--- src/rtl/vga_pkg.sv ---
// Shared constants for the VGA test-pattern source: default 640x480@60 timing,
// pattern mode encoding and the colour-bar palette.
package vga_pkg;

    localparam int unsigned VGA_H_VISIBLE = 640;
    localparam int unsigned VGA_H_FRONT   = 16;
    localparam int unsigned VGA_H_SYNC    = 96;
    localparam int unsigned VGA_H_BACK    = 48;
    localparam int unsigned VGA_V_VISIBLE = 480;
    localparam int unsigned VGA_V_FRONT   = 10;
    localparam int unsigned VGA_V_SYNC    = 2;
    localparam int unsigned VGA_V_BACK    = 33;

    localparam int unsigned BAR_WIDTH = 80;

    typedef enum logic [2:0] {
        ModeBlack   = 3'd0,
        ModeBars    = 3'd1,
        ModeXyf     = 3'd2,
        ModeChecker = 3'd3,
        ModeXor     = 3'd4,
        ModeWhite   = 3'd5,
        ModeRamp    = 3'd6,
        ModeDiag    = 3'd7
    } mode_e;

    localparam logic [23:0] BAR_WHITE   = 24'hFFFFFF;
    localparam logic [23:0] BAR_YELLOW  = 24'hFFFF00;
    localparam logic [23:0] BAR_CYAN    = 24'h00FFFF;
    localparam logic [23:0] BAR_GREEN   = 24'h00FF00;
    localparam logic [23:0] BAR_MAGENTA = 24'hFF00FF;
    localparam logic [23:0] BAR_RED     = 24'hFF0000;
    localparam logic [23:0] BAR_BLUE    = 24'h0000FF;
    localparam logic [23:0] BAR_BLACK   = 24'h000000;

    function automatic logic [23:0] bar_colour(input logic [2:0] idx);
        logic [23:0] c;
        case (idx)
            3'd0:    c = BAR_WHITE;
            3'd1:    c = BAR_YELLOW;
            3'd2:    c = BAR_CYAN;
            3'd3:    c = BAR_GREEN;
            3'd4:    c = BAR_MAGENTA;
            3'd5:    c = BAR_RED;
            3'd6:    c = BAR_BLUE;
            default: c = BAR_BLACK;
        endcase
        return c;
    endfunction

endpackage

--- src/rtl/vga_pattern_source_if.sv ---
// Video bundle between the pattern source and its consumer (the dither stage).
// The source drives pixels/syncs and samples the pattern select.
interface vga_pattern_source_if;

    logic [2:0] mode;
    logic [7:0] r;
    logic [7:0] g;
    logic [7:0] b;
    logic       hsync;
    logic       vsync;
    logic       de;
    logic [9:0] x;
    logic [9:0] y;
    logic       frame_start;
    logic [7:0] frame_count;

    modport master (
        input  mode,
        output r, g, b, hsync, vsync, de, x, y, frame_start, frame_count
    );

    modport slave (
        output mode,
        input  r, g, b, hsync, vsync, de, x, y, frame_start, frame_count
    );

endinterface

--- src/rtl/vga_timing.sv ---
// Raster counters for VGA timing: hc/vc, active-area and sync-window decode,
// and a strobe on the last clock of each frame.
module vga_timing #(
    parameter int unsigned H_VISIBLE = 640,
    parameter int unsigned H_FRONT   = 16,
    parameter int unsigned H_SYNC    = 96,
    parameter int unsigned H_BACK    = 48,
    parameter int unsigned V_VISIBLE = 480,
    parameter int unsigned V_FRONT   = 10,
    parameter int unsigned V_SYNC    = 2,
    parameter int unsigned V_BACK    = 33
) (
    input  logic       clk,
    input  logic       rst,
    output logic [9:0] o_hc,
    output logic [9:0] o_vc,
    output logic       o_active,
    output logic       o_hsync_on,
    output logic       o_vsync_on,
    output logic       o_frame_end
);

    localparam int unsigned H_TOTAL = H_VISIBLE + H_FRONT + H_SYNC + H_BACK;
    localparam int unsigned V_TOTAL = V_VISIBLE + V_FRONT + V_SYNC + V_BACK;

    localparam logic [9:0] H_LAST   = 10'(H_TOTAL - 1);
    localparam logic [9:0] V_LAST   = 10'(V_TOTAL - 1);
    localparam logic [9:0] H_VIS    = 10'(H_VISIBLE);
    localparam logic [9:0] V_VIS    = 10'(V_VISIBLE);
    localparam logic [9:0] HS_FIRST = 10'(H_VISIBLE + H_FRONT);
    localparam logic [9:0] HS_LAST  = 10'(H_VISIBLE + H_FRONT + H_SYNC - 1);
    localparam logic [9:0] VS_FIRST = 10'(V_VISIBLE + V_FRONT);
    localparam logic [9:0] VS_LAST  = 10'(V_VISIBLE + V_FRONT + V_SYNC - 1);

    logic [9:0] r_hc;
    logic [9:0] r_vc;
    logic       w_line_end;
    logic       w_frame_end;

    assign w_line_end  = (r_hc == H_LAST);
    assign w_frame_end = w_line_end && (r_vc == V_LAST);

    always_ff @(posedge clk) begin
        if (rst) begin
            r_hc <= '0;
            r_vc <= '0;
        end else if (w_line_end) begin
            r_hc <= '0;
            r_vc <= (r_vc == V_LAST) ? 10'd0 : r_vc + 10'd1;
        end else begin
            r_hc <= r_hc + 10'd1;
        end
    end

    assign o_hc        = r_hc;
    assign o_vc        = r_vc;
    assign o_active    = (r_hc < H_VIS) && (r_vc < V_VIS);
    assign o_hsync_on  = (r_hc >= HS_FIRST) && (r_hc <= HS_LAST);
    assign o_vsync_on  = (r_vc >= VS_FIRST) && (r_vc <= VS_LAST);
    assign o_frame_end = w_frame_end;

endmodule

--- src/rtl/vga_pattern_source.sv ---
// VGA test-pattern source: per-frame mode latch, frame counter, pattern mux
// and one output register stage that keeps RGB, syncs and DE pixel-aligned.
module vga_pattern_source
    import vga_pkg::*;
#(
    parameter int unsigned H_VISIBLE   = VGA_H_VISIBLE,
    parameter int unsigned H_FRONT     = VGA_H_FRONT,
    parameter int unsigned H_SYNC      = VGA_H_SYNC,
    parameter int unsigned H_BACK      = VGA_H_BACK,
    parameter int unsigned V_VISIBLE   = VGA_V_VISIBLE,
    parameter int unsigned V_FRONT     = VGA_V_FRONT,
    parameter int unsigned V_SYNC      = VGA_V_SYNC,
    parameter int unsigned V_BACK      = VGA_V_BACK,
    parameter logic        SYNC_ACTIVE = 1'b0
) (
    input logic                  clk,
    input logic                  rst,
    vga_pattern_source_if.master vid
);

    logic [9:0] w_hc;
    logic [9:0] w_vc;
    logic       w_active;
    logic       w_hsync_on;
    logic       w_vsync_on;
    logic       w_frame_end;

    vga_timing #(
        .H_VISIBLE (H_VISIBLE),
        .H_FRONT   (H_FRONT),
        .H_SYNC    (H_SYNC),
        .H_BACK    (H_BACK),
        .V_VISIBLE (V_VISIBLE),
        .V_FRONT   (V_FRONT),
        .V_SYNC    (V_SYNC),
        .V_BACK    (V_BACK)
    ) u_timing (
        .clk         (clk),
        .rst         (rst),
        .o_hc        (w_hc),
        .o_vc        (w_vc),
        .o_active    (w_active),
        .o_hsync_on  (w_hsync_on),
        .o_vsync_on  (w_vsync_on),
        .o_frame_end (w_frame_end)
    );

    mode_e      r_mode;
    logic [7:0] r_frame_cnt;

    // Mode and count change together on the last clock of a frame, so pixel
    // (0,0) of the next frame is the first to see them.
    always_ff @(posedge clk) begin
        if (rst || w_frame_end) begin
            r_mode <= mode_e'(vid.mode);
        end
        if (rst) begin
            r_frame_cnt <= '0;
        end else if (w_frame_end) begin
            r_frame_cnt <= r_frame_cnt + 8'd1;
        end
    end

    logic [7:0]  w_x8;
    logic [7:0]  w_y8;
    logic [7:0]  w_diag;
    logic [2:0]  w_bar;
    logic [23:0] w_rgb;

    assign w_x8   = w_hc[7:0];
    assign w_y8   = w_vc[7:0];
    assign w_diag = w_x8 + w_y8 + r_frame_cnt;
    assign w_bar  = 3'(w_hc / 10'(BAR_WIDTH));

    always_comb begin
        w_rgb = 24'h000000;
        if (w_active) begin
            unique case (r_mode)
                ModeBlack:   w_rgb = 24'h000000;
                ModeBars:    w_rgb = bar_colour(w_bar);
                ModeXyf:     w_rgb = {w_x8, w_y8, r_frame_cnt};
                ModeChecker: w_rgb = (w_hc[5] ^ w_vc[5]) ? 24'hFFFFFF : 24'h000000;
                ModeXor:     w_rgb = {w_x8 ^ w_y8, w_x8 + r_frame_cnt, w_y8};
                ModeWhite:   w_rgb = 24'hFFFFFF;
                ModeRamp:    w_rgb = {3{w_vc[8:1]}};
                ModeDiag:    w_rgb = {3{w_diag}};
                default:     w_rgb = 24'h000000;
            endcase
        end
    end

    logic [23:0] r_rgb;
    logic        r_hsync;
    logic        r_vsync;
    logic        r_de;
    logic [9:0]  r_x;
    logic [9:0]  r_y;
    logic        r_frame_start;
    logic [7:0]  r_frame_count;

    always_ff @(posedge clk) begin
        if (rst) begin
            r_rgb         <= '0;
            r_hsync       <= ~SYNC_ACTIVE;
            r_vsync       <= ~SYNC_ACTIVE;
            r_de          <= 1'b0;
            r_x           <= '0;
            r_y           <= '0;
            r_frame_start <= 1'b0;
            r_frame_count <= '0;
        end else begin
            r_rgb         <= w_rgb;
            r_hsync       <= w_hsync_on ? SYNC_ACTIVE : ~SYNC_ACTIVE;
            r_vsync       <= w_vsync_on ? SYNC_ACTIVE : ~SYNC_ACTIVE;
            r_de          <= w_active;
            r_x           <= w_hc;
            r_y           <= w_vc;
            r_frame_start <= (w_hc == 10'd0) && (w_vc == 10'd0);
            r_frame_count <= r_frame_cnt;
        end
    end

    assign vid.r           = r_rgb[23:16];
    assign vid.g           = r_rgb[15:8];
    assign vid.b           = r_rgb[7:0];
    assign vid.hsync       = r_hsync;
    assign vid.vsync       = r_vsync;
    assign vid.de          = r_de;
    assign vid.x           = r_x;
    assign vid.y           = r_y;
    assign vid.frame_start = r_frame_start;
    assign vid.frame_count = r_frame_count;

endmodule

--- src/flat_wrapper.sv ---
// flat-port wrapper written by rule: the top's interface ports become plain ports
module vga_pattern_source_flat import vga_pkg::*;
#(
    parameter int unsigned H_VISIBLE   = VGA_H_VISIBLE,
    parameter int unsigned H_FRONT     = VGA_H_FRONT,
    parameter int unsigned H_SYNC      = VGA_H_SYNC,
    parameter int unsigned H_BACK      = VGA_H_BACK,
    parameter int unsigned V_VISIBLE   = VGA_V_VISIBLE,
    parameter int unsigned V_FRONT     = VGA_V_FRONT,
    parameter int unsigned V_SYNC      = VGA_V_SYNC,
    parameter int unsigned V_BACK      = VGA_V_BACK,
    parameter logic        SYNC_ACTIVE = 1'b0
)
  (clk, rst, vid_mode, vid_r, vid_g, vid_b, vid_hsync, vid_vsync, vid_de, vid_x, vid_y, vid_frame_start, vid_frame_count);
  vga_pattern_source_if vid_i ();
  input logic clk;
  input logic rst;
  input wire logic [$bits(vid_i.mode)-1:0] vid_mode;
  output wire logic [$bits(vid_i.r)-1:0] vid_r;
  output wire logic [$bits(vid_i.g)-1:0] vid_g;
  output wire logic [$bits(vid_i.b)-1:0] vid_b;
  output wire logic [$bits(vid_i.hsync)-1:0] vid_hsync;
  output wire logic [$bits(vid_i.vsync)-1:0] vid_vsync;
  output wire logic [$bits(vid_i.de)-1:0] vid_de;
  output wire logic [$bits(vid_i.x)-1:0] vid_x;
  output wire logic [$bits(vid_i.y)-1:0] vid_y;
  output wire logic [$bits(vid_i.frame_start)-1:0] vid_frame_start;
  output wire logic [$bits(vid_i.frame_count)-1:0] vid_frame_count;
  assign vid_i.mode = vid_mode;
  assign vid_r = vid_i.r;
  assign vid_g = vid_i.g;
  assign vid_b = vid_i.b;
  assign vid_hsync = vid_i.hsync;
  assign vid_vsync = vid_i.vsync;
  assign vid_de = vid_i.de;
  assign vid_x = vid_i.x;
  assign vid_y = vid_i.y;
  assign vid_frame_start = vid_i.frame_start;
  assign vid_frame_count = vid_i.frame_count;
  vga_pattern_source #(.H_VISIBLE(H_VISIBLE), .H_FRONT(H_FRONT), .H_SYNC(H_SYNC), .H_BACK(H_BACK), .V_VISIBLE(V_VISIBLE), .V_FRONT(V_FRONT), .V_SYNC(V_SYNC), .V_BACK(V_BACK), .SYNC_ACTIVE(SYNC_ACTIVE)) u_core (.clk(clk), .rst(rst), .vid(vid_i));
endmodule
--- config.mk ---
export PLATFORM = sky130hd
export DESIGN_NAME = vga_pattern_source_flat
export DESIGN_NICKNAME = d
export VERILOG_FILES = /design/src/rtl/vga_pkg.sv /design/src/rtl/vga_pattern_source_if.sv /design/src/rtl/vga_timing.sv /design/src/rtl/vga_pattern_source.sv /design/src/flat_wrapper.sv
export SDC_FILE = /design/constraint.sdc
export NUM_CORES = 1
export LEC_CHECK = 0
export ABC_AREA = 0
export CAP_MARGIN = 10
export CORE_ASPECT_RATIO = 0.5
export CORE_MARGIN = 8
export CORE_UTILIZATION = 36
export CTS_CLUSTER_DIAMETER = 200
export DETAILED_ROUTE_END_ITERATION = 8
export SYNTH_ARGS = -nofsm -noshare
export SYNTH_HDL_FRONTEND = slang
export SYNTH_SLANG_ARGS = --single-unit
export TNS_END_PERCENT = 5
--- constraint.sdc ---
create_clock -name clk -period 4.5 [get_ports clk]
set_input_delay 0.45 -clock clk [delete_from_list [all_inputs] [get_ports clk]]
set_output_delay 0.45 -clock clk [all_outputs]
set_load 0.02 [all_outputs]
; After elaboration in Yosys (flattened, before gate mapping)
; Cells that the tools add are included.
[word_totals]
register_bits = 87
latchBits = 0
ramBits = 0
romBits = 0
out_inout_bits = 56
mem_count = 0
[classes]
addsub = 6
n_mul = 0
div_mod_pow = 1
n_lt_le_gt_ge = 6
eq_ne = 15
n_shift = 0
mux = 6
bitwise = 3
reduce_logical = 12
[ops]
columns = cell, n
row1 = $pmux 24 s8, 1
row2 = $pmux 24 s7, 1
row3 = $add 8x8->8, 3
row4 = $mux 24, 1
row5 = $eq 3x3->1 const B, 7
row6 = $add 10x1->10 const B, 2
row7 = $eq 10x10->1 const B, 2
row8 = $logic_not 10->1, 2
row9 = $eq 3x2->1 const B, 4
row10 = $div 10x7->10 const B, 1
row11 = $ge 10x10->1 const B, 1
row12 = $ge 10x9->1 const B, 1
row13 = $le 10x10->1 const B, 1
row14 = $le 10x9->1 const B, 1
row15 = $lt 10x10->1 const B, 1
row16 = $lt 10x9->1 const B, 1
row17 = $mux 10, 1
row18 = $add 8x1->8 const B, 1
row19 = $xor 8x8->8, 1
row20 = $eq 3x1->1 const B, 2
row21 = $logic_not 3->1, 2
row22 = $logic_and 1x1->1, 5
row23 = $reduce_or 2->1, 2
row24 = $mux 1, 2
row25 = 3 further kinds, 3

; Depth between registers and ports, before layout
; Gate-level depths: netlist of run 1.
[depth]
ltp_word = 4
ltp_mapped = 9
ltp_nobuf = 8

; By module
; A second synthesis of run 1 with hierarchy kept.
[unflattened]
hier_cells = 487
hier_area_um2 = 4533.1
[modules_own_cells]
columns = module, instances, cells_each, area_per_inst_um2
row1 = vga_pattern_source, 1, 365, 3509.6
row2 = vga_timing, 1, 122, 1023.5

; Worst setup path after synthesis of run 1
; No wires, ideal clock.
[synth_timing]
kind = flip-flop to flip-flop
start = register u_core.u_timing.r_hc[1] (netlist: u_core.u_timing.o_hc[1])
end = register u_core.r_frame_cnt[6]
setup_ns = 0.123
arrival_time_ns = 2.521
t_required_ns = 4.377
setup_slack_ns = 1.856
path_stages_with_launch = 9
n_path_buf = 2
synth_period_minus_slack_ns = 2.644
cell_sequence = dfxtp_1 > ha_1 > nand4_2 > or4_4 > buf_6 > or2_1 > buf_6 > nor4_1 > mux2_1
[synth_via]
elab_chain_cells = 2
[synth_lines]
columns = item, line_no
row1 = start: declaration, vga_timing.sv:35  ; logic [9:0] r_hc;
row2 = start signal: assignment, vga_timing.sv:51  ; r_hc <= r_hc + 10'd1;
row3 = $eq 10x10->1, vga_timing.sv:40  ; assign w_line_end = (r_hc == H_LAST);
row4 = $logic_and 1x1->1, vga_timing.sv:41  ; assign w_frame_end = w_line_end && (r_vc == V_LAST);
row5 = end signal: assignment, vga_pattern_source.sv:60  ; r_frame_cnt <= r_frame_cnt + 8'd1;
row6 = end: declaration, vga_pattern_source.sv:49  ; logic [7:0] r_frame_cnt;
; No other way between the ends.
; A chain may end at the register's enable or synchronous reset.

; Worst setup path in the final report of run 1
[layout_timing]
start = register u_core.r_frame_cnt[1]
end = register u_core.r_rgb[5]
[layout_via]
elab_chain_cells = 2
[layout_lines]
columns = item, line_no
row1 = $add 8x8->8, vga_pattern_source.sv:72  ; assign w_diag = w_x8 + w_y8 + r_frame_cnt;
row2 = $pmux 24 s8, vga_pattern_source.sv:78  ; unique case (r_mode)
row3 = end signal: assignment, vga_pattern_source.sv:112  ; r_rgb <= w_rgb;
row4 = end: declaration, vga_pattern_source.sv:92  ; logic [23:0] r_rgb;
; No other way between the ends.

==> metrics.txt, run 1 <==
result of the run=completed; critical path start-end classification=reg2reg; beginning of the worst register-to-register path=u_core.r_frame_cnt[1]$_SDFFE_PP0P_; Residual DRC=0; Seq cells post-synth=87; r2r worst-path depth=8; CTS clock-pin slew for the worst setup and hold paths=0.06 ns; # setup viols final=0; Hold Buf Count CTS=0; Max-Slew Margin vs Limit=0.246; synthesized net count=526; share of the synthesized area in the top cell type=0.377; cts bufs inserted=9; final worst-path cycle share=0.653; Worst EP required=4.67 ns; Final nets=569; Post-Synthesis Cell Area=4460 µm²; worst-skew pair later-pin latency=0.35 ns; first drt pass iteration count=5; most area-consuming cells after synthesis=sky130_fd_sc_hd__dfxtp_1 (38%), sky130_fd_sc_hd__ha_1 (7.0%), sky130_fd_sc_hd__nor2b_1 (4.2%); post-synthesis cell type with the largest combined area=sky130_fd_sc_hd__dfxtp_1; DR WL/cell=18.1 µm; class of the tightest hold or removal check=reg2reg; reported leakage power=0.00216 µW; final max-slew violation count=0; Fmax=0.340 GHz; Slew @ Worst Pin=1.13 ns; Resized cells post-CTS=0; Setup crit start kind=flop; total number of vias=3803; full die area=16400 µm²; largest net degree at the start of global routing=51; number of distinct library cells after synthesis=56; commonest register cell after synthesis=sky130_fd_sc_hd__dfxtp_1; number of enable flip-flop cells after synthesis=3; hold endpoint=u_core.vid.frame_count[7]$_SDFF_PP0_; Die Y-Extent=94.7 µm; instance count along the most critical hold path=1; number of placement rows=28; number of warnings reported in the yosys synthesis log=0; top-level port count=61; IR drop worst, VDD=0.000163 V; Mapped Avg Cell Area=9.15 µm²; overall track demand over capacity in global routing=0.155; hold path start=u_core.r_frame_cnt[7]$_SDFFE_PP0P_; global-route wire length before repair=20500 µm; number of antenna-violating nets in the routed design=0; initial cell density of the core=0.373; vias per cell=5.45; maximum root-to-sink buffer count=2; global placer's final weighted congestion=0.878; IO buf count=60; number of global-route vias before repair=3727; arrival time reported for the critical path endpoint=3.11 ns; hpwl dp=9140 µm; final-layout worst hold slack=0.587 ns; endpoint of the worst-slack reg-to-reg timing path=u_core.r_rgb[5]$_SDFF_PP0_; share of async-settable or async-resettable flops after synthesis=0; Detailed Route Iter0 Violations=301; FF-to-FF setup slack=1.56 ns; width of the die=173 µm; buffer type at the clock tree root=sky130_fd_sc_hd__clkbuf_16; Layout Area Growth over Synthesis=22.5%; total number of H-tree levels=3; PwrDens=306 nW/µm²; total negative slack for setup checks=0 ns; setup repair after global routing missed its margin=no; sequential share of the synthesized area=0.398; number of max-cap violations=0; post-CTS repair timing setup buffer count=0; Worst setup EP type=flop; total wire length after detailed routing=12700 µm; number of hold-slack violations in the final timing report=0; clock tree from TritonCTS=built; aggregate global routing overflow=0; largest driver fanout on the critical path=9; core occupancy in the finished layout=0.457; worst clock skew=0.00923 ns; Overall Power=1670 µW; standard cell core area=11900 µm²; total number of clock tree sinks=87; fraction of layout instances using a drive strength above 1=0.0619; minimum clock period=2.94 ns; instance count of the mapped netlist=487; initial antenna violation count=0; antenna diode count=0
## worst max-delay path, cell delays in order (launching register included)
cell,delay (ns)
sky130_fd_sc_hd__dfxtp_1,0.58
sky130_fd_sc_hd__fa_1,0.49
sky130_fd_sc_hd__ha_1,0.26
sky130_fd_sc_hd__fa_1,0.42
sky130_fd_sc_hd__a21o_1,0.22
sky130_fd_sc_hd__a21oi_1,0.18
sky130_fd_sc_hd__xnor2_1,0.08
sky130_fd_sc_hd__a221oi_1,0.37
sky130_fd_sc_hd__a31oi_1,0.14
## synthesized netlist by cell type, drive strengths merged, types with 4 or more instances
cell type  instances
a211oi             4
a21o              13
a21oi             26
a221oi             9
a22oi             15
a31oi             19
and3               7
buf               10
clkbuf            24
dfxtp             84
fa                 9
ha                25
inv               15
nand2             20
nand2b             4
nand3             12
nand4             10
nor2              38
nor2b             30
nor3              16
nor4               8
o21ai              9
or2                7
xnor2             20
xor2              13
## cell families after synthesis
group,after synthesis,share of synthesized area
AND/OR/NAND/NOR,169,0.205
AO/OA/AOI/OAI,112,0.170
flip-flops,87,0.398
buffers and inverters,49,0.0455
adder cells (fa/ha/maj),34,0.111
XOR/XNOR,33,0.0649
multiplexers,3,0.00730
## power breakdown
group | internal [µW] | switching (µW) | total (µW)
combinational | 49.2 | 70.2 | 119
clock | 426 | 313 | 739
sequential | 793 | 18.3 | 811
total | 1270 | 401 | 1670
## registers in the layout, indices dropped and copies added, names as in the netlist
name and cells:
u_core.vid.frame_count 8, u_core.u_timing.o_hc 10, u_core.u_timing.o_vc 10, u_core.vid.x 10, u_core.vid.frame_start 1, u_core.r_frame_cnt 8, u_core.r_mode 3, u_core.vid.y 10
u_core.vid.hsync 1, u_core.vid.de 1, u_core.vid.vsync 1, u_core.r_rgb 24
## worst max path at each step
stage | to | from | cells past startpoint
after CTS | u_core.r_rgb[5]$_SDFF_PP0_ | u_core.r_frame_cnt[1]$_SDFFE_PP0P_ | 8
after global placement | u_core.r_rgb[5]$_SDFF_PP0_ | u_core.r_frame_cnt[1]$_SDFFE_PP0P_ | 8
after floorplan | u_core.r_frame_cnt[6]$_SDFFE_PP0P_ | u_core.u_timing.o_hc[1]$_SDFF_PP0_ | 8
after detailed placement | u_core.r_rgb[5]$_SDFF_PP0_ | u_core.r_frame_cnt[1]$_SDFFE_PP0P_ | 8
final | u_core.r_rgb[5]$_SDFF_PP0_ | u_core.r_frame_cnt[1]$_SDFFE_PP0P_ | 8
after global routing | u_core.r_rgb[5]$_SDFF_PP0_ | u_core.r_frame_cnt[1]$_SDFFE_PP0P_ | 8
## layout make-up
cell class | count | area [µm²]
tap | 165 | 206
timing repair buffer | 66 | 641
clock buffer | 9 | 225
multi-input combinational | 351 | 2500
sequential | 87 | 1770
inverter | 15 | 56.3
fill | 1146 | 6490
clock inverter | 5 | 60.1
## layout by cell type (no fill, tap or decap), types with 12 or more instances in the layout
master                            count
sky130_fd_sc_hd__nand2_1             20
sky130_fd_sc_hd__xnor2_1             20
sky130_fd_sc_hd__dfxtp_1             84
sky130_fd_sc_hd__nand3_1             12
sky130_fd_sc_hd__nor3_1              16
sky130_fd_sc_hd__a21oi_1             26
sky130_fd_sc_hd__nor2b_1             30
sky130_fd_sc_hd__ha_1                25
sky130_fd_sc_hd__a22oi_1             15
sky130_fd_sc_hd__inv_1               15
sky130_fd_sc_hd__a31oi_1             19
sky130_fd_sc_hd__clkdlybuf4s50_1     59
sky130_fd_sc_hd__a21o_1              13
sky130_fd_sc_hd__xor2_1              13
sky130_fd_sc_hd__nor2_1              38
## per-stage QoR
stage | setup WS (ns) | instance area [µm²] | instances
after detailed placement | 1.57 | 5170 | 684
final | 1.56 | 5460 | 698
after global routing | 1.33 | 5460 | 698
after floorplan | 1.86 | 4460 | 487
after CTS | 1.57 | 5460 | 698
after global placement | 1.63 | 5170 | 684
## per-layer routing
metal	part of all wire	up-vias	track usage
met3	0.079	10	0.0462
met4	0.0089	0	0.0371
met2	0.43	136	0.238
li1	-	1825	-
met5	0	-	0
met1	0.49	1832	0.213
(Power assumes the default switching activity.)
==> run 2: changes to the inputs <==
==> constraint.sdc (replaced) <==
create_clock -name clk -period 2.8 [get_ports clk]
set_input_delay 0.28 -clock clk [delete_from_list [all_inputs] [get_ports clk]]
set_output_delay 0.28 -clock clk [all_outputs]
set_load 0.02 [all_outputs]
==> run 2 against run 1 <==
  * Design area up 5.0%
  * Global-route usage is 0.31 points higher
  * Utilization increased by 2.3 points
  * Critical endpoint is now u_core.r_frame_cnt[7]$_SDFFE_PP0P_
  * Count of clock-buffer cells in the layout increased by 3
  * First-iteration DRC count is 6.3% lower
  * Sequential share of layout area fell by 1.5 points
  * Clock power is 71% higher
  * Final cell count is 4.4% higher
  * Critical path depth decreased by 1
  * Setup slack worse by 1.4 ns
  * Highest routed layer unchanged
==> metrics.txt, run 2 (synthesis gave the netlist of run 1 again) <==
# setup viols final=0 (unchanged); global placer's final weighted congestion=0.884 (was 0.878); number of max-cap violations=0 (unchanged); class of the tightest hold or removal check=in2reg (was reg2reg); result of the run=completed (unchanged); IO buf count=60 (unchanged); worst-skew pair later-pin latency=0.34 ns (was 0.35 ns); total number of H-tree levels=3 (unchanged); Die Y-Extent=94.7 µm (unchanged); worst clock skew=0.00837 ns (was 0.00923 ns); maximum root-to-sink buffer count=2 (unchanged); cell-by-cell listing of the critical path=buf_4 -> ha_2 -> nand4_2 -> or4_4 -> or2_1 -> nor4_2 -> mux2_1 (was fa_1 -> ha_1 -> fa_1 -> a21o_1 -> a21oi_1 -> xnor2_1 -> a221oi_1 -> a31oi_1); total negative slack for setup checks=0 ns (unchanged); initial antenna violation count=0 (unchanged); clock tree from TritonCTS=built (unchanged); overall track demand over capacity in global routing=0.159 (was 0.155); number of antenna-violating nets in the routed design=0 (unchanged); Residual DRC=0 (unchanged); core occupancy in the finished layout=0.480 (was 0.457); post-CTS repair timing setup buffer count=0 (unchanged); Setup crit start kind=flop (unchanged); largest reg by FF count=u_core.r_rgb (unchanged); first drt pass iteration count=5 (unchanged); number of placement rows=28 (unchanged); final worst-path cycle share=0.946 (was 0.653); critical path start-end classification=reg2reg (unchanged); most frequent standard cell in the layout excluding fill and tap cells=sky130_fd_sc_hd__dfxtp_1 (unchanged); Layout Area Growth over Synthesis=28.6% (was 22.5%); most frequent cells in the layout=sky130_fd_sc_hd__dfxtp_1 (83), sky130_fd_sc_hd__clkdlybuf4s50_1 (59), sky130_fd_sc_hd__nor2_1 (38) (was sky130_fd_sc_hd__dfxtp_1 (84), sky130_fd_sc_hd__clkdlybuf4s50_1 (59), sky130_fd_sc_hd__nor2_1 (38)); width of the die=173 µm (unchanged); DR WL/cell=17.5 µm (was 18.1 µm); PwrDens=482 nW/µm² (was 306 nW/µm²); setup repair after global routing missed its margin=no (unchanged); Final nets=598 (was 569); Slew @ Worst Pin=0.607 ns (was 1.13 ns); Largest register FFs=24 (unchanged); placement-stage cell area=5390 µm² (was 5170 µm²); total wire length after detailed routing=12800 µm (was 12700 µm); antenna diode count=0 (unchanged); largest net degree at the start of global routing=38 (was 51); number of hold-slack violations in the final timing report=0 (unchanged); cts bufs inserted=9 (unchanged); Buffers & Inverters on Critical Path=1 (was 0); fraction of layout instances using a drive strength above 1=0.122 (was 0.0619); buffer type at the clock tree root=sky130_fd_sc_hd__clkbuf_16 (unchanged); cell area after layout=5730 µm² (was 5460 µm²); Max-Slew Margin vs Limit=0.595 (was 0.246); minimum clock period=2.65 ns (was 2.94 ns); total number of vias=3924 (was 3803); reported leakage power=0.00233 µW (was 0.00216 µW); arrival time reported for the critical path endpoint=2.88 ns (was 3.11 ns); vias per cell=5.38 (was 5.45); largest stage delay on the critical path=0.55 ns (was 0.58 ns); Detailed Route Iter0 Violations=282 (was 301); final max-slew violation count=0 (unchanged); initial cell density of the core=0.373 (unchanged); Worst setup EP type=flop (unchanged); IR drop worst, VDD=0.000217 V (was 0.000163 V); Hold Buf Count CTS=0 (unchanged); number of global-route vias before repair=3743 (was 3727); cell family with the largest share of critical-path delay=simple AND/OR/NAND/NOR gates (was adder cells); Resized cells post-CTS=0 (unchanged); Fmax=0.377 GHz (was 0.340 GHz); CTS clock-pin slew for the worst setup and hold paths=0.07 ns (was 0.06 ns); full die area=16400 µm² (unchanged); global-route wire length before repair=20700 µm (was 20500 µm); standard cell core area=11900 µm² (unchanged); aggregate global routing overflow=0 (unchanged); total number of clock tree sinks=87 (unchanged); cell with the biggest individual delay on the critical path=sky130_fd_sc_hd__or4_4 (was sky130_fd_sc_hd__dfxtp_1); hpwl dp=9480 µm (was 9140 µm); Worst EP required=3.03 ns (was 4.67 ns); top-level port count=61 (unchanged); largest driver fanout on the critical path=8 (was 9)
-- run 2: report_power, final --
group / internal, µW / switching (µW)
Sequential: 1270 / 19.7
Combinational: 87.5 / 123
Clock: 766 / 495
-- run 2: metal layers --
metal  vias to the layer above  wire (µm)  part of all wire  global-route usage
li1                       1885          -                 -                   -
met1                      1858       6220              0.49               0.220
met2                       165       5230              0.41               0.228
met3                        16       1160             0.091              0.0522
met4                         0        173             0.014              0.0513
met5                         -          0                 0                   0
-- run 2: final timing paths --
path                                 startpoint                            endpoint  slack, ns  cells after the start
min reg2reg  u_core.u_timing.o_hc[0]$_SDFF_PP0_  u_core.u_timing.o_hc[0]$_SDFF_PP0_       0.56                      1
max          u_core.u_timing.o_hc[1]$_SDFF_PP0_  u_core.r_frame_cnt[7]$_SDFFE_PP0P_       0.15                      7
max reg2reg  u_core.u_timing.o_hc[1]$_SDFF_PP0_  u_core.r_frame_cnt[7]$_SDFFE_PP0P_       0.15                      7
min                                         rst  u_core.r_frame_cnt[5]$_SDFFE_PP0P_       0.27                      2
-- run 2: cell type report --
| class | instances | area, µm² |
|---|---|---|
| fill | 1141 | 6210 |
| multi-input combinational | 351 | 2520 |
| sequential | 87 | 1770 |
| timing repair buffer | 95 | 858 |
| clock buffer | 12 | 267 |
| tap | 165 | 206 |
| inverter | 15 | 56.3 |
| clock inverter | 4 | 51.3 |
-- run 2: stage by stage --
stage	setup slack (ns)	hold slack, ns	cells	total power [µW]
floorplan	0.156	0.359	487	1440
global placement	0.125	0.561	713	1530
detailed placement	0.0241	0.567	713	1530
CTS	0.00962	0.261	729	2790
global route	0.0323	0.301	729	2870
finish	0.150	0.273	729	2770
-- run 2: worst register-to-register path, cell delays in order (launching register included) --
cell and delay, ns:
sky130_fd_sc_hd__dfxtp_1 0.37, sky130_fd_sc_hd__buf_4 0.19, sky130_fd_sc_hd__ha_2 0.25, sky130_fd_sc_hd__nand4_2 0.17
sky130_fd_sc_hd__or4_4 0.55, sky130_fd_sc_hd__or2_1 0.35, sky130_fd_sc_hd__nor4_2 0.32, sky130_fd_sc_hd__mux2_1 0.35
